[src/rtl/wb_daq_sample_packer_pkg.sv]
// Shared widths, channel count and helpers for the DAQ sample packer.
package wb_daq_sample_packer_pkg;

    // Default bus and ADC widths, and the number of DAQ channels in the system.
    localparam int unsigned DAQ_DW           = 32;
    localparam int unsigned DAQ_ADC_DW       = 8;
    localparam int unsigned DAQ_NUM_CHANNELS = 4;

    // Number of ADC samples packed into one bus word.
    function automatic int unsigned daq_lanes(input int unsigned dw, input int unsigned adc_dw);
        return dw / adc_dw;
    endfunction

    // Index width that stays at least one bit for single-entry ranges.
    function automatic int unsigned idx_width(input int unsigned n);
        return (n > 1) ? $clog2(n) : 1;
    endfunction

    // Why a word is being pushed into the FIFO this cycle.
    typedef enum logic [1:0] {
        PushNone,
        PushWord,
        PushFlush
    } push_src_e;

endpackage

[src/rtl/wb_daq_sync_fifo.sv]
// Single-clock show-ahead FIFO. The head word is visible on head_o whenever the FIFO is
// non-empty and reads as zero when empty. A push while full only succeeds together with a pop.
module wb_daq_sync_fifo
    import wb_daq_sample_packer_pkg::*;
#(
    parameter int unsigned dw    = DAQ_DW,
    parameter int unsigned depth = 8      // power of two, at least 2
) (
    input  logic                     clk_i,
    input  logic                     rst_ni,
    input  logic                     push_i,
    input  logic [dw-1:0]            push_data_i,
    input  logic                     pop_i,
    output logic [dw-1:0]            head_o,
    output logic                     full_o,
    output logic                     empty_o,
    output logic [$clog2(depth):0]   count_o
);

    localparam int unsigned PtrW = idx_width(depth);
    localparam int unsigned CntW = $clog2(depth) + 1;

    logic [dw-1:0]   mem_q [depth];
    logic [PtrW-1:0] wr_ptr_q, wr_ptr_d;
    logic [PtrW-1:0] rd_ptr_q, rd_ptr_d;
    logic [CntW-1:0] count_q, count_d;
    logic            push_en;
    logic            pop_en;

    // Qualify push/pop against occupancy and compute next pointers and count.
    always_comb begin
        empty_o  = (count_q == '0);
        full_o   = (count_q == CntW'(depth));
        pop_en   = pop_i & ~empty_o;
        // A pop in the same cycle frees the slot, so a full FIFO still accepts the push.
        push_en  = push_i & (~full_o | pop_en);
        wr_ptr_d = wr_ptr_q;
        rd_ptr_d = rd_ptr_q;
        count_d  = count_q;
        // Pointers wrap naturally since depth is a power of two.
        if (push_en) begin
            wr_ptr_d = wr_ptr_q + PtrW'(1);
        end
        if (pop_en) begin
            rd_ptr_d = rd_ptr_q + PtrW'(1);
        end
        unique case ({push_en, pop_en})
            2'b10:   count_d = count_q + CntW'(1);
            2'b01:   count_d = count_q - CntW'(1);
            default: count_d = count_q;
        endcase
    end

    // Pointer and occupancy registers with synchronous active-low reset.
    always_ff @(posedge clk_i) begin
        if (!rst_ni) begin
            wr_ptr_q <= '0;
            rd_ptr_q <= '0;
            count_q  <= '0;
        end else begin
            wr_ptr_q <= wr_ptr_d;
            rd_ptr_q <= rd_ptr_d;
            count_q  <= count_d;
        end
    end

    // Storage array; contents are don't-care until written, guarded by count.
    always_ff @(posedge clk_i) begin
        if (push_en) begin
            mem_q[wr_ptr_q] <= push_data_i;
        end
    end

    // Show-ahead head, forced to zero while empty so stale data never appears on the bus.
    always_comb begin
        head_o  = empty_o ? '0 : mem_q[rd_ptr_q];
        count_o = count_q;
    end

endmodule

[src/rtl/wb_daq_sample_packer.sv]
// Per-channel packer: gathers ADC samples little-endian into bus words, flushes a
// zero-padded partial word when the channel is disabled, and queues words for the
// bus master in a show-ahead FIFO. A sticky flag records any word dropped on overflow.
module wb_daq_sample_packer
    import wb_daq_sample_packer_pkg::*;
#(
    parameter int unsigned dw         = DAQ_DW,
    parameter int unsigned adc_dw     = DAQ_ADC_DW,
    parameter int unsigned fifo_depth = 8
) (
    input  logic                          wb_clk,
    input  logic                          wb_rst,
    input  logic                          enable,
    input  logic                          sample_valid,
    input  logic [adc_dw-1:0]             sample_data,
    input  logic                          word_ack,
    output logic [dw-1:0]                 data_out,
    output logic                          start_sram,
    output logic [$clog2(fifo_depth):0]   fill_level,
    output logic                          overflow,
    input  logic                          overflow_clr
);

    localparam int unsigned Lanes    = daq_lanes(dw, adc_dw);
    localparam int unsigned LaneW    = idx_width(Lanes);
    localparam logic [LaneW-1:0] LastLane = LaneW'(Lanes - 1);

    logic [LaneW-1:0] lane_q, lane_d;
    logic [dw-1:0]    partial_q, partial_d;
    logic             overflow_q, overflow_d;
    logic [dw-1:0]    merged;
    logic [dw-1:0]    push_word;
    push_src_e        push_src;
    logic             push_req;
    logic             accept;
    logic             drop;
    logic             fifo_full;
    logic             fifo_empty;

    // Lane packing, word completion and disable-time flush of a partial word.
    always_comb begin
        accept    = sample_valid & enable;
        merged    = partial_q;
        lane_d    = lane_q;
        partial_d = partial_q;
        push_word = '0;
        push_src  = PushNone;
        for (int unsigned l = 0; l < Lanes; l++) begin
            if (lane_q == LaneW'(l)) begin
                merged[l*adc_dw +: adc_dw] = sample_data;
            end
        end
        if (accept) begin
            if (lane_q == LastLane) begin
                push_src  = PushWord;
                push_word = merged;
                partial_d = '0;
                lane_d    = '0;
            end else begin
                partial_d = merged;
                lane_d    = lane_q + LaneW'(1);
            end
        end else if (!enable && lane_q != '0) begin
            // Unused upper lanes are already zero, so the partial word is pushed as-is.
            push_src  = PushFlush;
            push_word = partial_q;
            partial_d = '0;
            lane_d    = '0;
        end
        push_req = (push_src != PushNone);
    end

    // Sticky overflow: a push into a full FIFO with no simultaneous ack is dropped.
    // Setting takes priority over a clear in the same cycle.
    always_comb begin
        drop       = push_req & fifo_full & ~word_ack;
        overflow_d = drop | (overflow_q & ~overflow_clr);
    end

    // Packer state registers with synchronous active-low reset.
    always_ff @(posedge wb_clk) begin
        if (!wb_rst) begin
            lane_q     <= '0;
            partial_q  <= '0;
            overflow_q <= 1'b0;
        end else begin
            lane_q     <= lane_d;
            partial_q  <= partial_d;
            overflow_q <= overflow_d;
        end
    end

    wb_daq_sync_fifo #(
        .dw    (dw),
        .depth (fifo_depth)
    ) u_fifo (
        .clk_i       (wb_clk),
        .rst_ni      (wb_rst),
        .push_i      (push_req),
        .push_data_i (push_word),
        .pop_i       (word_ack),
        .head_o      (data_out),
        .full_o      (fifo_full),
        .empty_o     (fifo_empty),
        .count_o     (fill_level)
    );

    // Request and flag outputs are direct functions of registered state.
    always_comb begin
        start_sram = ~fifo_empty;
        overflow   = overflow_q;
    end

endmodule

[config.mk]
export PLATFORM = sky130hd
export DESIGN_NAME = wb_daq_sample_packer
export DESIGN_NICKNAME = d
export VERILOG_FILES = /design/src/rtl/wb_daq_sample_packer_pkg.sv /design/src/rtl/wb_daq_sync_fifo.sv /design/src/rtl/wb_daq_sample_packer.sv
export SDC_FILE = /design/constraint.sdc
export NUM_CORES = 1
export LEC_CHECK = 0
export CELL_PAD_IN_SITES_DETAIL_PLACEMENT = 2
export CELL_PAD_IN_SITES_GLOBAL_PLACEMENT = 2
export CORE_AREA = 2 2 159 161
export CTS_CLUSTER_DIAMETER = 60
export DETAILED_ROUTE_END_ITERATION = 16
export DIE_AREA = 0 0 161 163
export GPL_TIMING_DRIVEN = 0
export PLACE_DENSITY = 0.84
export SYNTH_ARGS = -nofsm -noshare
export SYNTH_HDL_FRONTEND = slang
export SYNTH_SLANG_ARGS = --single-unit
[constraint.sdc]
create_clock -name wb_clk -period 6.5 [get_ports wb_clk]
set_clock_uncertainty 0.15 [all_clocks]
set_input_delay 0.65 -clock wb_clk [delete_from_list [all_inputs] [get_ports wb_clk]]
set_output_delay 0.65 -clock wb_clk [all_outputs]
set_load 0.03 [all_outputs]
==> results of run 1 <==
## critical path, cell delays in order, from the launching register on
cell and delay, ns:
dfxtp_1 0.34, buf_2 0.28, clkbuf_1 0.59, mux4_2 0.41, mux2i_1 0.21, nor2_1 0.08
clkdlybuf4s50_1 0.62
## flip-flops by register name, indices dropped and copies added, names as in the netlist, named ones only
register	count
lane_q	2
overflow	1
partial_q	32
u_fifo.count_o	4
u_fifo.mem_q	256
u_fifo.rd_ptr_q	3
u_fifo.wr_ptr_q	3
## stage by stage
stage	setup TNS, ns	std cells	hold slack, ns	setup slack [ns]
final	0	1107	0.3504	2.652
after global routing	0	1107	0.3709	2.497
after CTS	0	1107	0.3534	2.580
after detailed placement	0	1044	0.2966	2.711
after global placement	-24.07	1032	0.2917	-0.7571
after floorplan	0	652	0.2802	2.260
## layer usage
| layer | vias to the layer above | wire, microns | global-route usage [%] | part of all wire [%] |
|---|---|---|---|---|
| met3 | 83 | 2138 | 4.838 | 5.5 |
| met5 | - | 0 | 0 | 0 |
| met4 | 0 | 1202 | 10.55 | 3.1 |
| met1 | 3745 | 15270 | 39.04 | 39 |
| li1 | 2811 | - | - | - |
| met2 | 305 | 20180 | 54.19 | 52 |
## worst paths after layout
path	slack [ns]	cells after the start	endpoint	startpoint
worst min-delay path	0.35	1	partial_q[26]	partial_q[26]
worst max-delay path	2.65	6	data_out[4]	flop
worst min register to register	0.35	1	partial_q[26]	partial_q[26]
worst max register to register	2.94	7	u_fifo.mem_q[1][8]	lane_q[0]
## power groups by stage
| stage | registers (uW) | clock network, uW | logic [uW] |
|---|---|---|---|
| 6_report | 2130 | 2100 | 1000 |
| 5_1_grt | 2130 | 2180 | 1060 |
| 4_1_cts | 2130 | 2120 | 1020 |
| 3_5_place_dp | 2170 | 0 | 987 |
| 3_3_place_gp | 2170 | 0 | 936 |
| 2_1_floorplan | 2170 | 0 | 637 |
## cell type report
cell class,instances,area (sq um)
fillers,2049,10190
flip-flops and latches,304,8648
multi-input cells,310,3317
clock buffers,48,1008
repair buffers,62,720.7
well taps,330,412.9
clock inverters,15,178.9
plain buffers,32,172.7
inverters,6,22.52
## layout by cell type, fill, tap and decap left out, drive strengths merged, types with 3 or more instances in the layout
cell,synthesis,routed
edfxtp,256,256
mux4,64,64
clkbuf,13,61
clkdlybuf4s50,0,50
dfxtp,48,48
nor2,43,43
mux2i,36,36
a22o,32,32
buf,19,31
nor2b,30,30
a22oi,24,24
and2,15,15
ha,9,9
nand2,9,9
clkinv,0,9
inv,6,7
o21ai,6,6
nand2b,5,5
xnor2,4,4
bufinv,0,4
nor3,4,4
a21oi,3,3
a21boi,3,3
o21a,3,3
## logic make-up after synthesis
family,Yosys count
multiplexers,101
adder cells (fa/ha/maj),9
XOR/XNOR,6
AND/OR/NAND/NOR,118
flip-flops,304
buffers and inverters,38
AO/OA/AOI/OAI,76
==> results by group, run 1 <==
Floorplan
  • Top-Level Pins: between 50 and 60
  • Initial Utilization: just under 50%
  • Die X-Extent: roughly 160 microns
  • Die area: 26,240 sq um
  • Core Rows: 58
  • Core area: 24,670 sq um
  • Die Span Y: ~160 microns

Global route
  • Total GRT Usage: a little under a third
  • Vias in the first global route: ~7,900
  • Largest net degree at the start of global routing: 26
  • Global-route wire length before repair: 56,910 microns
  • Grt total ovfl: 0
  • Initial antenna violation count: 0

Logic synthesis
  • Area fraction of the dominant cell type after synthesis: a little under two thirds
  • Distinct cells, synth: between 40 and 50
  • Top FF cell, synth: edfxtp_1
  • Yosys reg bits: 304
  • Mux contribution to synthesized area: between 10% and 20%
  • Most frequent cell after synthesis: edfxtp_1
  • Syn Std Cell Area: approximately 12,000 sq um
  • Post-Syn Nets: between 600 and 700
  • Leading area contributor after synthesis: edfxtp_1
  • Number of flops mapped to enable cells by yosys: ~260
  • Largest family of logic cells by synthesized area: multiplexers
  • Ys async rst share: 0%
  • Synth Area in Compound Gates: between 5 and 6%
  • Synth area leaders: edfxtp_1 64%, mux4_2 12%, dfxtp_1 7.9%
  • Post-synthesis sequential area ratio: 71.45%
  • Post-Synth Simple-Gate Area: under 10%
  • Post-Synth Adder-Cell Area: less than 1%
  • Commonest cells post-synth: 256 x edfxtp_1, 64 x mux4_2, 48 x dfxtp_1
  • Syn Area/Cell: 18.56 sq um
  • Post-synthesis xor/xnor area fraction: 0.4342%
  • Synth warnings: 0
  • Synth Instances: about 650

Worst hold path
  • Worst hold path type: flop to flop

Critical path
  • Worst EP arrival: between 3 and 4 ns
  • Setup crit end kind: output pin
  • Crit-path max FO: 10
  • CP startpoint kind: flop
  • Worst EP required: 5.70 ns
  • Crit Path Class: flop to output pin

STA
  • Worst-margin pin slew: about 0.99 ns
  • F_max: 259.9 MHz
  • Slew margin rel.: 33.68%
  • Setup violations, final: 0
  • Final worst-path cycle share: between 50 and 60%
  • Crit path time final: a little under 4 ns
  • RSZ-0062 raised after global routing: no
  • Hold violation count in the final report: 0
  • Slew Limit Fails: 0

Final layout
  • Final core occ: between 50 and 60%
  • Number of diodes: 0
  • Area Overhead vs Synth: 19.64%
  • Nets: between 700 and 800
  • Fraction of layout cells with a size suffix above 1: between 20% and 30%
  • Final instance area: roughly 14,000 sq um

Power
  • Tot Pwr: 5229 uW
  • Cell internal pwr: ~3800 uW
  • Sequential share of power: between 40% and 50%
  • Maximum vdd ir drop: approximately 0.28 mV
  • Clk pwr share: between 40% and 50%
  • Sw power: between 1000 and 1500 uW
  • Pleak: between 0.004 and 0.005 uW
  • Combinational share of power: a little under a fifth
  • Switching Share: ~28%
  • Power Dens Cells: roughly 360 nW/um^2

CTS
  • Worst-Skew Late Latency: between 0.5 and 0.6 ns
  • TritonCTS buffer count: 35
  • Worst-path clk slew: around 0.060 ns
  • CTS tree: yes
  • Hold Buf Count CTS: 0
  • Clock buffer depth: 3
  • Setup Fix Bufs, Post-CTS: 0
  • Clock Tree Root: clkbuf_16
  • Clk sinks: around 300
  • Depth of the CTS H-tree: 2
  • CTS-repair resized insts: 0

Placement
  • Placer Congestion: around 0.81
  • Port bufs: 50
  • Placed wire-length estimate: around 23,000 microns
  • Area after DPL: around 13,000 sq um

Routing
  • Routed vias: roughly 6,900
  • Pre-antenna DRT Iters: 5
  • Routed vias/inst: 6.273
  • Drt drc: 0
  • Initial drt markers: roughly 520
  • DR WL/cell: 35.05 microns
  • Post-Route WL: roughly 39,000 microns
  • Final ANT Viol Nets: 0

Status
  • Outcome: completed

Flow run
  • Max Cap Viol: 0
No activity file was read; power rests on OpenSTA's default activity.
==> run 2, diff against run 1 <==
--- a/config.mk
+++ b/config.mk
@@ -7,12 +7,12 @@
 export LEC_CHECK = 0
 export CELL_PAD_IN_SITES_DETAIL_PLACEMENT = 2
 export CELL_PAD_IN_SITES_GLOBAL_PLACEMENT = 2
-export CORE_AREA = 2 2 159 161
+export CORE_AREA = 2 2 173 175
 export CTS_CLUSTER_DIAMETER = 60
 export DETAILED_ROUTE_END_ITERATION = 16
-export DIE_AREA = 0 0 161 163
+export DIE_AREA = 0 0 175 177
 export GPL_TIMING_DRIVEN = 0
-export PLACE_DENSITY = 0.84
+export PLACE_DENSITY = 0.76
 export SYNTH_ARGS = -nofsm -noshare
 export SYNTH_HDL_FRONTEND = slang
 export SYNTH_SLANG_ARGS = --single-unit
==> constraint.sdc (replaced) <==
create_clock -name wb_clk -period 3.4 [get_ports wb_clk]
set_clock_uncertainty 0.15 [all_clocks]
set_input_delay 0.34 -clock wb_clk [delete_from_list [all_inputs] [get_ports wb_clk]]
set_output_delay 0.34 -clock wb_clk [all_outputs]
set_load 0.03 [all_outputs]
==> run 2 against run 1 <==
  * Utilization is 9.1 points lower
  * Largest power group unchanged
  * Sequential power increased by 91%
  * Die area is 18% higher
  * Critical endpoint is now data_out[30]
  * Combinational power is 87% higher
  * Final cell count up 5.2%
  * Hold slack got worse by 0.064 ns
==> results by group, run 2 (synthesis results as in run 1) <==
Status
  • Outcome: completed

STA
  • RSZ-0062 raised after global routing: yes
  • Slew margin rel.: 41.31% (+7.6 points)
  • Hold_ws: 0.2861 ns (-0.06430 ns)
  • Setup violations, final: 0 (unchanged)
  • Slew Limit Fails: 0 (unchanged)
  • Worst-margin pin slew: 0.8745 ns (-0.1171 ns)
  • Final worst-path cycle share: between 90% and 100%
  • Crit path time final: approximately 3.3 ns
  • Hold violation count in the final report: 0 (unchanged)
  • F_max: ~300 MHz

Critical path
  • Worst EP required: 2.91 ns (-2.79 ns)
  • Worst Path Buf+Inv: 3 (unchanged)
  • Crit Path Class: flop to output pin
  • CP startpoint kind: flop
  • Reg-to-Reg End: u_fifo.count_o[2]
  • Most frequent cell on the critical path: buf_2
  • Crit-path slowest cell: clkdlybuf4s50_1
  • Kind of cell adding the most delay to the critical path: buffers and inverters
  • Crit-path max FO: 10 (unchanged)
  • CP Cell Sequence: buf_2 > buf_2 > mux4_2 > mux2i_1 > nor2_1 > clkdlybuf4s50_1
  • Worst EP arrival: 2.85 ns (-0.20 ns)
  • Reg-to-reg slack, setup: 0.30 ns (-2.64 ns)
  • Max incr delay on CP: 0.59 ns (-0.03 ns)
  • Reg2reg start: lane_q[0]
  • Setup crit end kind: output pin
  • Worst R2R Path Depth: 12 (+5)

Power
  • Sequential share of power: 43.2% (+2.5 points)
  • Switching Share: 26.46% (-1.2 points)
  • Combinational share of power: 19.8% (+0.7 points)
  • Cell internal pwr: 6930 uW (+83%)
  • Clk pwr share: 37.0% (-3.1 points)
  • Maximum vdd ir drop: 0.3786 mV (+34%)
  • Power Dens Cells: 649.7 nW/um^2 (+80%)
  • Pleak: 0.004602 uW (+0.52%)
  • Sw power: 2493 uW (+72%)

CTS
  • Clock buffer depth: 3 (unchanged)
  • Depth of the CTS H-tree: 1 (-1)
  • CTS tree: yes
  • Worst-path clk slew: 0.06 ns (about the same)
  • Clock Tree Root: clkbuf_16
  • Clk sinks: 304 (unchanged)
  • Worst-Skew Late Latency: 0.56 ns (+0.03 ns)
  • TritonCTS buffer count: 31 (-11%)

Floorplan
  • Die X-Extent: 175 microns (+8.7%)
  • Core area: 29,240 sq um (+19%)
  • Top-Level Pins: 52 (unchanged)
  • Die area: 30,980 sq um (+18%)
  • Core Rows: 63 (+8.6%)
  • Die Span Y: 177 microns (+8.6%)
  • Initial Utilization: 41.39% (-7.7 points)

Final layout
  • Fill cells: 2,570 (+25%)
  • Area Overhead vs Synth: 19.82%
  • Nets: 774 (unchanged)
  • Fraction of layout cells with a size suffix above 1: 22.19% (+0.31 points)
  • Final instance area: 14,500 sq um (+0.15%)
  • Number of diodes: 0 (unchanged)
  • Commonest non-fill, non-tap cell in the layout: edfxtp_1
  • Number of flip-flops in the largest register: 256 (unchanged)
  • Most frequent cells in the layout: 256 x edfxtp_1, 64 x mux4_2, 48 x dfxtp_1
  • Reg with most FFs: u_fifo.mem_q

Routing
  • Routed vias/inst: 5.708 (-9.0%)
  • Routed vias: 6,650 (-4.2%)
  • Post-Route WL: 33,980 microns (-12%)
  • Pre-antenna DRT Iters: 5 (unchanged)
  • DR WL/cell: 29.17 microns (-17%)
  • Initial drt markers: 546 (+4.6%)
  • Final ANT Viol Nets: 0 (unchanged)
  • Drt drc: 0 (unchanged)

Worst hold path
  • Worst hold path depth: 3 (+2)
  • Worst hold path type: primary input to flop
  • Hold Path End: overflow
  • Hold Startpoint: overflow_clr

Global route
  • Largest net degree at the start of global routing: 23 (-12%)
  • Grt total ovfl: 0 (unchanged)
  • Total GRT Usage: 22.33% (-8.4 points)
  • Initial antenna violation count: 0 (unchanged)
  • Vias in the first global route: 7,478 (-5.4%)
  • Global-route wire length before repair: 50,160 microns (-12%)

Placement
  • Area after DPL: 13,380 sq um (+0.61%)
  • Port bufs: 50 (unchanged)
  • Placer Congestion: 0.7872 (-2.9%)
  • Placed wire-length estimate: 21,800 microns (-5.3%)

Flow run
  • Max Cap Viol: 0 (unchanged)
## run 2: area by class of cell
| type | instances | area, sq um | share of cell area, % |
|---|---|---|---|
| tap | 390 | 488.0 | 3.365 |
| inverter | 6 | 22.52 | 0.1553 |
| clock inverter | 11 | 131.4 | 0.9059 |
| buffer | 32 | 205.2 | 1.415 |
| sequential | 304 | 8648 | 59.63 |
| timing repair buffer | 66 | 767.0 | 5.289 |
| clock buffer | 46 | 912.1 | 6.289 |
| multi-input combinational | 310 | 3328 | 22.95 |
## run 2: worst max-delay path by stage
stage,end,slack (ns),cells past startpoint
after global routing,data_out[30],-0.04,6
after floorplan,u_fifo.mem_q[7][0],0.01,6
after CTS,data_out[4],0.0003,6
after global placement,u_fifo.mem_q[3][8],-1.96,6
after detailed placement,u_fifo.mem_q[1][8],0.03,7
final,data_out[30],0.06,6
## run 2: stage by stage
stage	instances	power, uW	utilization [%]	TNS (ns)	worst slack [ns]
global route	1165	9730	49.59	-0.1007	-0.04036
global placement	1092	5943	44.79	-467.36	-1.964
CTS	1161	9491	49.39	0	0.0003053
floorplan	652	5370	-	0	0.009865
detailed placement	1103	6016	45.74	0	0.03185
finish	1165	9423	49.59	0	0.05922
## run 2: power groups by stage
| stage | combinational (uW) | sequential (uW) | clock [uW] |
|---|---|---|---|
| floorplan | 1220 | 4150 | 0 |
| global placement | 1800 | 4140 | 0 |
| detailed placement | 1870 | 4150 | 0 |
| CTS | 1890 | 4070 | 3530 |
| global route | 2010 | 4070 | 3650 |
| finish | 1870 | 4070 | 3480 |
## run 2: per-layer routing
layer	up-vias	share of wire, %	routed length, microns	track usage, %
li1	2800	-	-	-
met1	3572	41	13760	28.15
met2	210	52	17670	40.15
met3	68	5.0	1683	3.136
met4	0	2.5	863	6.701
met5	-	0	0	0
## run 2: tightest hold or removal path: cells and delay by family
family	cells	cell delay (ns)
buf+inv	1	0.40
simple gates	1	0.11
compound gates	1	0.11
## run 2: repair_timing
| item | CTS | global route |
|---|---|---|
| resized for setup | 8 | 11 |
| endpoints found under the setup margin | 21 | 72 |
| hold buffers | 1 | 0 |
| buffers inserted | 0 | 4 |
| pin swaps | 0 | 1 |
| hold endpoints to repair | 1 | 0 |
==> run 3, diff against run 2 <==
--- a/config.mk
+++ b/config.mk
@@ -13,6 +13,7 @@
 export DIE_AREA = 0 0 175 177
 export GPL_TIMING_DRIVEN = 0
 export PLACE_DENSITY = 0.76
+export SKIP_LAST_GASP = 1
 export SYNTH_ARGS = -nofsm -noshare
 export SYNTH_HDL_FRONTEND = slang
 export SYNTH_SLANG_ARGS = --single-unit
==> run 3 against run 2 <==
  * Non-clock buffer count is the same
  * Clock power is essentially flat
  * Final cell count is the same
  * Die area is the same
  * Maximum frequency grew 0.17%
  * Sequential power is essentially flat
  * Critical endpoint is now data_out[4]
==> results by group, run 3 (synthesis results as in run 1) <==
STA
  • Fin worst setup slack: 0.06476 ns (+0.005541 ns)
  • Slew margin rel.: 42.63% (+1.3 points)
  • Hold violation count in the final report: 0 (unchanged)
  • Final worst-path cycle share: 98.10% (-0.16 points)
  • Setup violations, final: 0 (unchanged)
  • F_max: 299.8 MHz (+0.17%)
  • RSZ-0062 raised after global routing: yes
  • Worst-margin pin slew: 0.8549 ns (-0.01960 ns)
  • Slew Limit Fails: 0 (unchanged)
  • Crit path time final: 3.335 ns (-0.005541 ns)

Floorplan
  • Initial Utilization: 41.39% (unchanged)
  • Core area: 29,240 sq um (unchanged)
  • Die X-Extent: 175 microns (unchanged)
  • Die area: 30,980 sq um (unchanged)
  • Core Rows: 63 (unchanged)
  • Die Span Y: 177 microns (unchanged)
  • Top-Level Pins: 52 (unchanged)

Global route
  • Largest net degree at the start of global routing: 23 (unchanged)
  • Vias in the first global route: 7,478 (unchanged)
  • Initial antenna violation count: 0 (unchanged)
  • Grt total ovfl: 0 (unchanged)
  • Total GRT Usage: 22.33% (unchanged)
  • Global-route wire length before repair: 50,160 microns (unchanged)

Final layout
  • Register Area: 8648 sq um (unchanged)
  • Reg with most FFs: u_fifo.mem_q
  • Commonest non-fill, non-tap cell in the layout: edfxtp_1
  • Final core occ: 49.55% (about the same)
  • Number of flip-flops in the largest register: 256 (unchanged)
  • Fill cells: 2,570 (unchanged)
  • Fraction of layout cells with a size suffix above 1: 22.19% (unchanged)
  • Most frequent cells in the layout: 256 x edfxtp_1, 64 x mux4_2, 48 x dfxtp_1, 48 x clkdlybuf4s50_1, 36 x mux2i_1
  • Area Overhead vs Synth: 19.71% (about the same)
  • Nets: 774 (unchanged)
  • Multi-input logic area: 3328 sq um (unchanged)
  • Number of diodes: 0 (unchanged)

CTS
  • Worst-Skew Late Latency: 0.56 ns (about the same)
  • Worst-path clk slew: 0.06 ns (about the same)
  • Clk sinks: 304 (unchanged)
  • Depth of the CTS H-tree: 1 (unchanged)
  • CTS tree: yes
  • Clock Tree Root: clkbuf_16
  • TritonCTS buffer count: 31 (unchanged)
  • Clock buffer depth: 3 (unchanged)

Routing
  • Final ANT Viol Nets: 0 (unchanged)
  • Routed vias: 6,590 (-0.90%)
  • Post-Route WL: 33,830 microns (-0.45%)
  • Routed vias/inst: 5.657 (-0.90%)
  • Drt drc: 0 (unchanged)
  • DR WL/cell: 29.04 microns (-0.45%)
  • Initial drt markers: 526 (-3.7%)
  • Pre-antenna DRT Iters: 5 (unchanged)

Critical path
  • Worst EP arrival: 2.85 ns (about the same)
  • CP startpoint kind: flop
  • Worst EP required: 2.91 ns (about the same)
  • Setup crit end kind: output pin
  • Reg2reg start: lane_q[0]
  • Crit Path Class: flop to output pin
  • Crit-path max FO: 10 (unchanged)

Power
  • Clk pwr share: 37.0% (about the same)
  • Power Dens Cells: 649.4 nW/um^2 (about the same)
  • Sequential share of power: 43.2% (about the same)
  • Maximum vdd ir drop: 0.3789 mV (about the same)
  • Pleak: 0.004564 uW (-0.81%)
  • Switching Share: 26.41% (-0.042 points)
  • Sw power: 2486 uW (-0.29%)
  • Cell internal pwr: 6925 uW (about the same)
  • Combinational share of power: 19.8% (about the same)

Placement
  • Placed wire-length estimate: 21,800 microns (unchanged)
  • Port bufs: 50 (unchanged)
  • Worst slack, placed: 0.03185 ns (unchanged)
  • Placer Congestion: 0.7872 (unchanged)

Flow run
  • Max Cap Viol: 0 (unchanged)

Worst hold path
  • Hold Startpoint: overflow_clr
  • Worst hold path type: primary input to flop

Status
  • Outcome: completed
[run 3: changes by cell type in the layout (fill, tap and decap cells not counted), sizes merged]
cell           change
dlymetal6s2s       -2
clkbuf             +1
clkdlybuf4s50      +2
buf                -1
[run 3: critical path: stages (launching register included)]
cell,delay [ns]
dfxtp_1,0.34
buf_2,0.33
clkbuf_2,0.39
mux4_2,0.36
mux2i_1,0.21
nor2_1,0.06
clkdlybuf4s50_1,0.59
[run 3: per-layer routing]
layer	global-route usage [%]	vias to the layer above	routed length, microns
li1	-	2800	-
met1	28.15	3523	13650
met2	40.15	207	17750
met3	3.136	60	1629
met4	6.701	0	800
met5	0	-	0
[run 3: timing repair]
action | 4_1_cts | 5_1_grt
hold endpoints to repair | 1 | 0
gates resized for setup | 8 | 6
setup buffers | 0 | 4
hold buffers | 1 | 0
setup endpoints to repair | 21 | 72
pin swaps | 0 | 1
[run 3: layout make-up]
type,instances,share of cell area [%]
buffer,32,1.364
clock buffer,46,6.295
clock inverter,11,0.9067
inverter,6,0.1554
multi-input combinational,310,22.97
sequential,304,59.68
tap,390,3.368
timing repair buffer,66,5.259
[run 3: worst paths after layout]
kind                  endpoint  slack [ns]  depth (start not counted)
max reg2reg  u_fifo.count_o[2]        0.30                         12
min reg2reg      partial_q[24]        0.34                          1
max                data_out[4]        0.06                          6
min                   overflow        0.29                          3
[run 3: per-stage QoR]
| stage | total power [uW] | hold WS [ns] | setup TNS, ns | area (sq um) | std cells |
|---|---|---|---|---|---|
| finish | 9410 | 0.2857 | 0 | 14490 | 1165 |
| global route | 9724 | 0.3384 | -0.2856 | 14490 | 1165 |
| CTS | 9491 | 0.2794 | 0 | 14440 | 1161 |
| detailed placement | 6016 | 0.3096 | 0 | 13380 | 1103 |
| global placement | 5943 | 0.2922 | -467.36 | 13100 | 1092 |
| floorplan | 5370 | 0.2802 | 0 | 12110 | 652 |
[run 3: power by group through the flow]
| stage | sequential [uW] | combinational, uW | clock (uW) |
|---|---|---|---|
| detailed placement | 4150 | 1870 | 0 |
| floorplan | 4150 | 1220 | 0 |
| CTS | 4070 | 1890 | 3530 |
| global route | 4070 | 2000 | 3650 |
| global placement | 4140 | 1800 | 0 |
| finish | 4070 | 1860 | 3480 |
==> RTL edit 1: new RTL, settings of run 3 <==
Put a register stage on the output `fill_level`, cleared by the reset. The value now appears one clock later. The other outputs are not delayed to match.
--- a/src/rtl/wb_daq_sample_packer.sv
+++ b/src/rtl/wb_daq_sample_packer.sv
@@ -24,6 +24,8 @@
     localparam int unsigned Lanes    = daq_lanes(dw, adc_dw);
     localparam int unsigned LaneW    = idx_width(Lanes);
     localparam logic [LaneW-1:0] LastLane = LaneW'(Lanes - 1);
+
+    logic [$clog2(fifo_depth):0] fill_level_d;
 
     logic [LaneW-1:0] lane_q, lane_d;
     logic [dw-1:0]    partial_q, partial_d;
@@ -102,7 +104,7 @@
         .head_o      (data_out),
         .full_o      (fifo_full),
         .empty_o     (fifo_empty),
-        .count_o     (fill_level)
+        .count_o     (fill_level_d)
     );
 
     // Request and flag outputs are direct functions of registered state.
@@ -111,5 +113,13 @@
         overflow   = overflow_q;
     end
 
+    always_ff @(posedge wb_clk) begin
+        if (!wb_rst) begin
+            fill_level <= '0;
+        end else begin
+            fill_level <= fill_level_d;
+        end
+    end
+
 endmodule
 
Function: changed (a bounded check fails within 4 cycles, from zero or initial values and one cycle with wb_rst low).
==> RTL edit 1 against run 3 <==
  * Sequential cell count rose by 4
  * Power rose by 1.7%
  * Synthesized cell count rose by 1.7%
  * Area after synthesis rose by 0.76%
  * Hold slack got worse by 0.084 ns
  * Worst setup slack got worse by 0.0049 ns
  * Non-clock buffer count rose by 18
  * Die area did not move
  * Routed wire length rose by 3.7%
  * Global-route usage rose by 0.79 points
  * Design area rose by 2.7%
  * Critical endpoint is now data_out[18]
  * Largest cell class unchanged
  * Highest routed layer unchanged
==> RTL edit 1: results (changes against run 3) <==
| Metric | Value |
|---|---|
| Initial DRC count | `586 (+11%)` |
| Net Switching | `0.00259 W (+4.0%)` |
| Fill count | `2535 (-1.4%)` |
| Lkg Pwr | `4.97 nW (+8.9%)` |
| Total wire length | `35.1 mm (+3.7%)` |
| Met3 usage | `4.10% (+0.97 points)` |
| Top post-synthesis cells by count | `edfxtp_1, mux4_2, dfxtp_1` |
| Worst slack at placement | `-0.334 ns (-0.366 ns)` |
| # clk buffers | `43 (-6.5%)` |
| Number of distinct library cells after synthesis | `49 (+4.3%)` |
| Inverter count | `5 (-1)` |
| First-pass GRT wire length | `51.7 mm (+3.0%)` |
| Max_slew headroom | `29.4% (-13 points)` |
| Count of non-CTS buffers in the layout | `116 (+18%)` |
| Net Count, Synth | `686 (+1.6%)` |
| Final GP Congestion | `0.767 (-2.6%)` |
| Outcome | `complete, no violations` |
| Vias in the first global route | `7684 (+2.8%)` |
| Post-DP HPWL | `22.2 mm (+1.8%)` |
| #MultiIn Comb | `314 (+1.3%)` |
| Met1 usage | `30.3% (+2.1 points)` |
| Reg area | `0.00873 mm2 (+0.94%)` |
| Xor and xnor area share after synthesis | `0.503% (+0.069 points)` |
| Pin count of the biggest net entering global routing | `18 (-22%)` |
| Final net count | `802 (+3.6%)` |
| Met2 Usage GRT | `39.0% (-1.2 points)` |
| Seq_cells | `308 (+1.3%)` |
| Worst VDD drop | `0.367 mV (-3.0%)` |
| Met2 WL post-DR | `17.5 mm (-1.3%)` |
| Worst-Skew Late Latency | `0.52 ns (-0.04 ns)` |
| Synth top area cells | `edfxtp_1, mux4_2, dfxtp_1` |
| DR vias | `6707 (+1.8%)` |
| Synth Area in Compound Gates | `4.86% (-0.17 points)` |
| Buffer share of cell area | `8.10% (+1.5 points)` |
| Fraction of layout instances using a drive strength above 1 | `24.6% (+2.4 points)` |
| GRT Util Overall | `23.1% (+0.79 points)` |
-- RTL edit 1: cell types whose count changed after synthesis, sizes merged, moves of 2 or more --
| cell | delta |
|---|---|
| a21boi | -2 |
| dfxtp | +4 |
| nor2 | -3 |
| buf | +3 |
| nor3 | +2 |
| nand2b | -3 |
| and2 | +5 |
-- RTL edit 1: final timing paths --
check / startpoint / to / slack, ns
setup / recovery: register / data_out[18] / 0.06
hold / removal: enable / lane_q[1] / 0.20
setup reg to reg: lane_q[0] / u_fifo.mem_q[4][8] / 0.12
hold reg to reg: partial_q[27] / partial_q[27] / 0.33
-- RTL edit 1: metrics by stage --
stage | std cells | TNS [ns] | area, um2 | power, W | hold slack (ns)
after global routing | 1194 | -0.104 | 14900 | 0.00990 | 0.256
after global placement | 1103 | -666.19 | 13200 | 0.00592 | 0.293
after detailed placement | 1123 | -22.28 | 13600 | 0.00599 | 0.305
after floorplan | 663 | -59.18 | 12200 | 0.00534 | 0.281
after CTS | 1188 | 0 | 14800 | 0.00964 | 0.172
final | 1194 | 0 | 14900 | 0.00957 | 0.201
-- RTL edit 1: cells by family after synthesis --
kind of cell,after synthesis
simple gates,122
xor+xnor,7
flops,308
buf+inv,41
fa+ha+maj,9
mux,101
compound gates,75
-- RTL edit 1: power groups by stage --
stage	clock, W	combinational, W	sequential (W)
6_report	0.00362	0.00182	0.00412
5_1_grt	0.00382	0.00196	0.00413
4_1_cts	0.00368	0.00184	0.00412
3_5_place_dp	0	0.00179	0.00420
3_3_place_gp	0	0.00173	0.00419
2_1_floorplan	0	0.00115	0.00420
-- RTL edit 1: what timing repair did --
item / 4_1_cts / 5_1_grt
pin swaps: 3 / 2
setup buffers: 5 / 6
resized for setup: 24 / 11
setup endpoints to repair: 129 / 49
hold buffers: 0 / 0
==> RTL edit 2: new RTL, config.mk and constraints of run 3 <==
Without the edit above. Change the package constant `DAQ_DW` from 32 to 16.
--- a/src/rtl/wb_daq_sample_packer_pkg.sv
+++ b/src/rtl/wb_daq_sample_packer_pkg.sv
@@ -2,7 +2,7 @@
 package wb_daq_sample_packer_pkg;
 
     // Default bus and ADC widths, and the number of DAQ channels in the system.
-    localparam int unsigned DAQ_DW           = 32;
+    localparam int unsigned DAQ_DW           = 16;
     localparam int unsigned DAQ_ADC_DW       = 8;
     localparam int unsigned DAQ_NUM_CHANNELS = 4;
 
Ports: changed (resized data_out); port bits go from 52 to 36. No check against the original RTL was run, so the function may have changed too.
==> RTL edit 2 against run 3 <==
  * Sequential cell count is 145 lower
  * Critical endpoint is now data_out[8]
  * Largest cell class unchanged
  * Design area is 45% lower
  * Critical path type unchanged
  * Area after synthesis down 47%
  * Critical path depth shrank 1
  * Hold slack got worse by 0.12 ns
  * Maximum frequency is 3.3% higher
  * Routed wire length fell by 51%
  * Power fell by 46%
  * Worst setup slack better by 0.11 ns
==> RTL edit 2: results (changes against run 3) <==
| Metric | Value |
|---|---|
| Count of non-CTS buffers in the layout | `64 (-35%)` |
| Final net count | `468 (-40%)` |
| Hold path endpoint | `u_fifo.count_o[3]` |
| #MultiIn Comb | `203 (-35%)` |
| Lkg Pwr | `2.48 nW (-46%)` |
| Least-Margin Pin Slew | `1.41 ns (+0.556 ns)` |
| Min Hold Slack | `0.162 ns (-0.123 ns)` |
| CTS buffer count | `17 (-45%)` |
| IO Port Bufs | `34 (-32%)` |
| Worst R2R Start | `u_fifo.count_o[1]` |
| Pin count of the biggest net entering global routing | `17 (-26%)` |
| Max reg flops | `128 (-50%)` |
| Worst Setup EP | `data_out[8]` |
| Clk pwr | `0.00187 W (-46%)` |
| Vias per inst | `4.14 (-27%)` |
| Avg Inst Size Synth | `16.7 um2 (-10%)` |
| WP data arrival | `2.74 ns (-0.11 ns)` |
| Outcome | `complete, no violations` |
| Net Count, Synth | `407 (-40%)` |
| CP max stage delay | `0.61 ns (+0.02 ns)` |
| Hold Startpoint | `wb_rst` |
| Reg area | `0.00446 mm2 (-48%)` |
| Worst VDD drop | `0.347 mV (-8.5%)` |
| Worst slack at placement | `0.0958 ns (+0.0639 ns)` |
| Resized cells post-CTS | `0 (-8)` |
| Post-DP HPWL | `12.1 mm (-45%)` |
| Layout clock area frac | `7.04% (-0.16 points)` |
| Worst-Skew Late Latency | `0.43 ns (-0.13 ns)` |
| Vias in the first global route | `4127 (-45%)` |
| Multi-input gate area | `0.00192 mm2 (-42%)` |
| Non-Filler Instances | `851 (-27%)` |
| GRT Util Overall | `11.4% (-11 points)` |
| Number of distinct library cells after synthesis | `37 (-21%)` |
| First-pass GRT wire length | `25.8 mm (-49%)` |
| DP Cell Count | `820 (-26%)` |
| Starting Density | `22.1% (-19 points)` |
[RTL edit 2: logic make-up (layout without fill, tap and decap cells)]
kind of cell | after synthesis | after routing | synth area share [%]
fa+ha+maj | 5 | 5 | 0.967
mux | 51 | 51 | 14.1
flops | 159 | 159 | 69.0
xor+xnor | 7 | 7 | 0.947
buf+inv | 26 | 99 | 1.82
simple gates | 105 | 105 | 8.97
compound gates | 35 | 35 | 4.25
[RTL edit 2: routing by layer]
| metal | vias up | global-route usage [%] | wire (um) |
|---|---|---|---|
| met4 | 0 | 3.30 | 239 |
| li1 | 1606 | - | - |
| met1 | 1850 | 13.3 | 7130 |
| met3 | 15 | 2.66 | 443 |
| met5 | - | 0 | 0 |
| met2 | 52 | 20.7 | 8910 |
[RTL edit 2: tightest hold or removal path, stage by stage]
cell      delay, ns
clkbuf_1       0.17
nand2b_1       0.12
mux2i_1        0.06
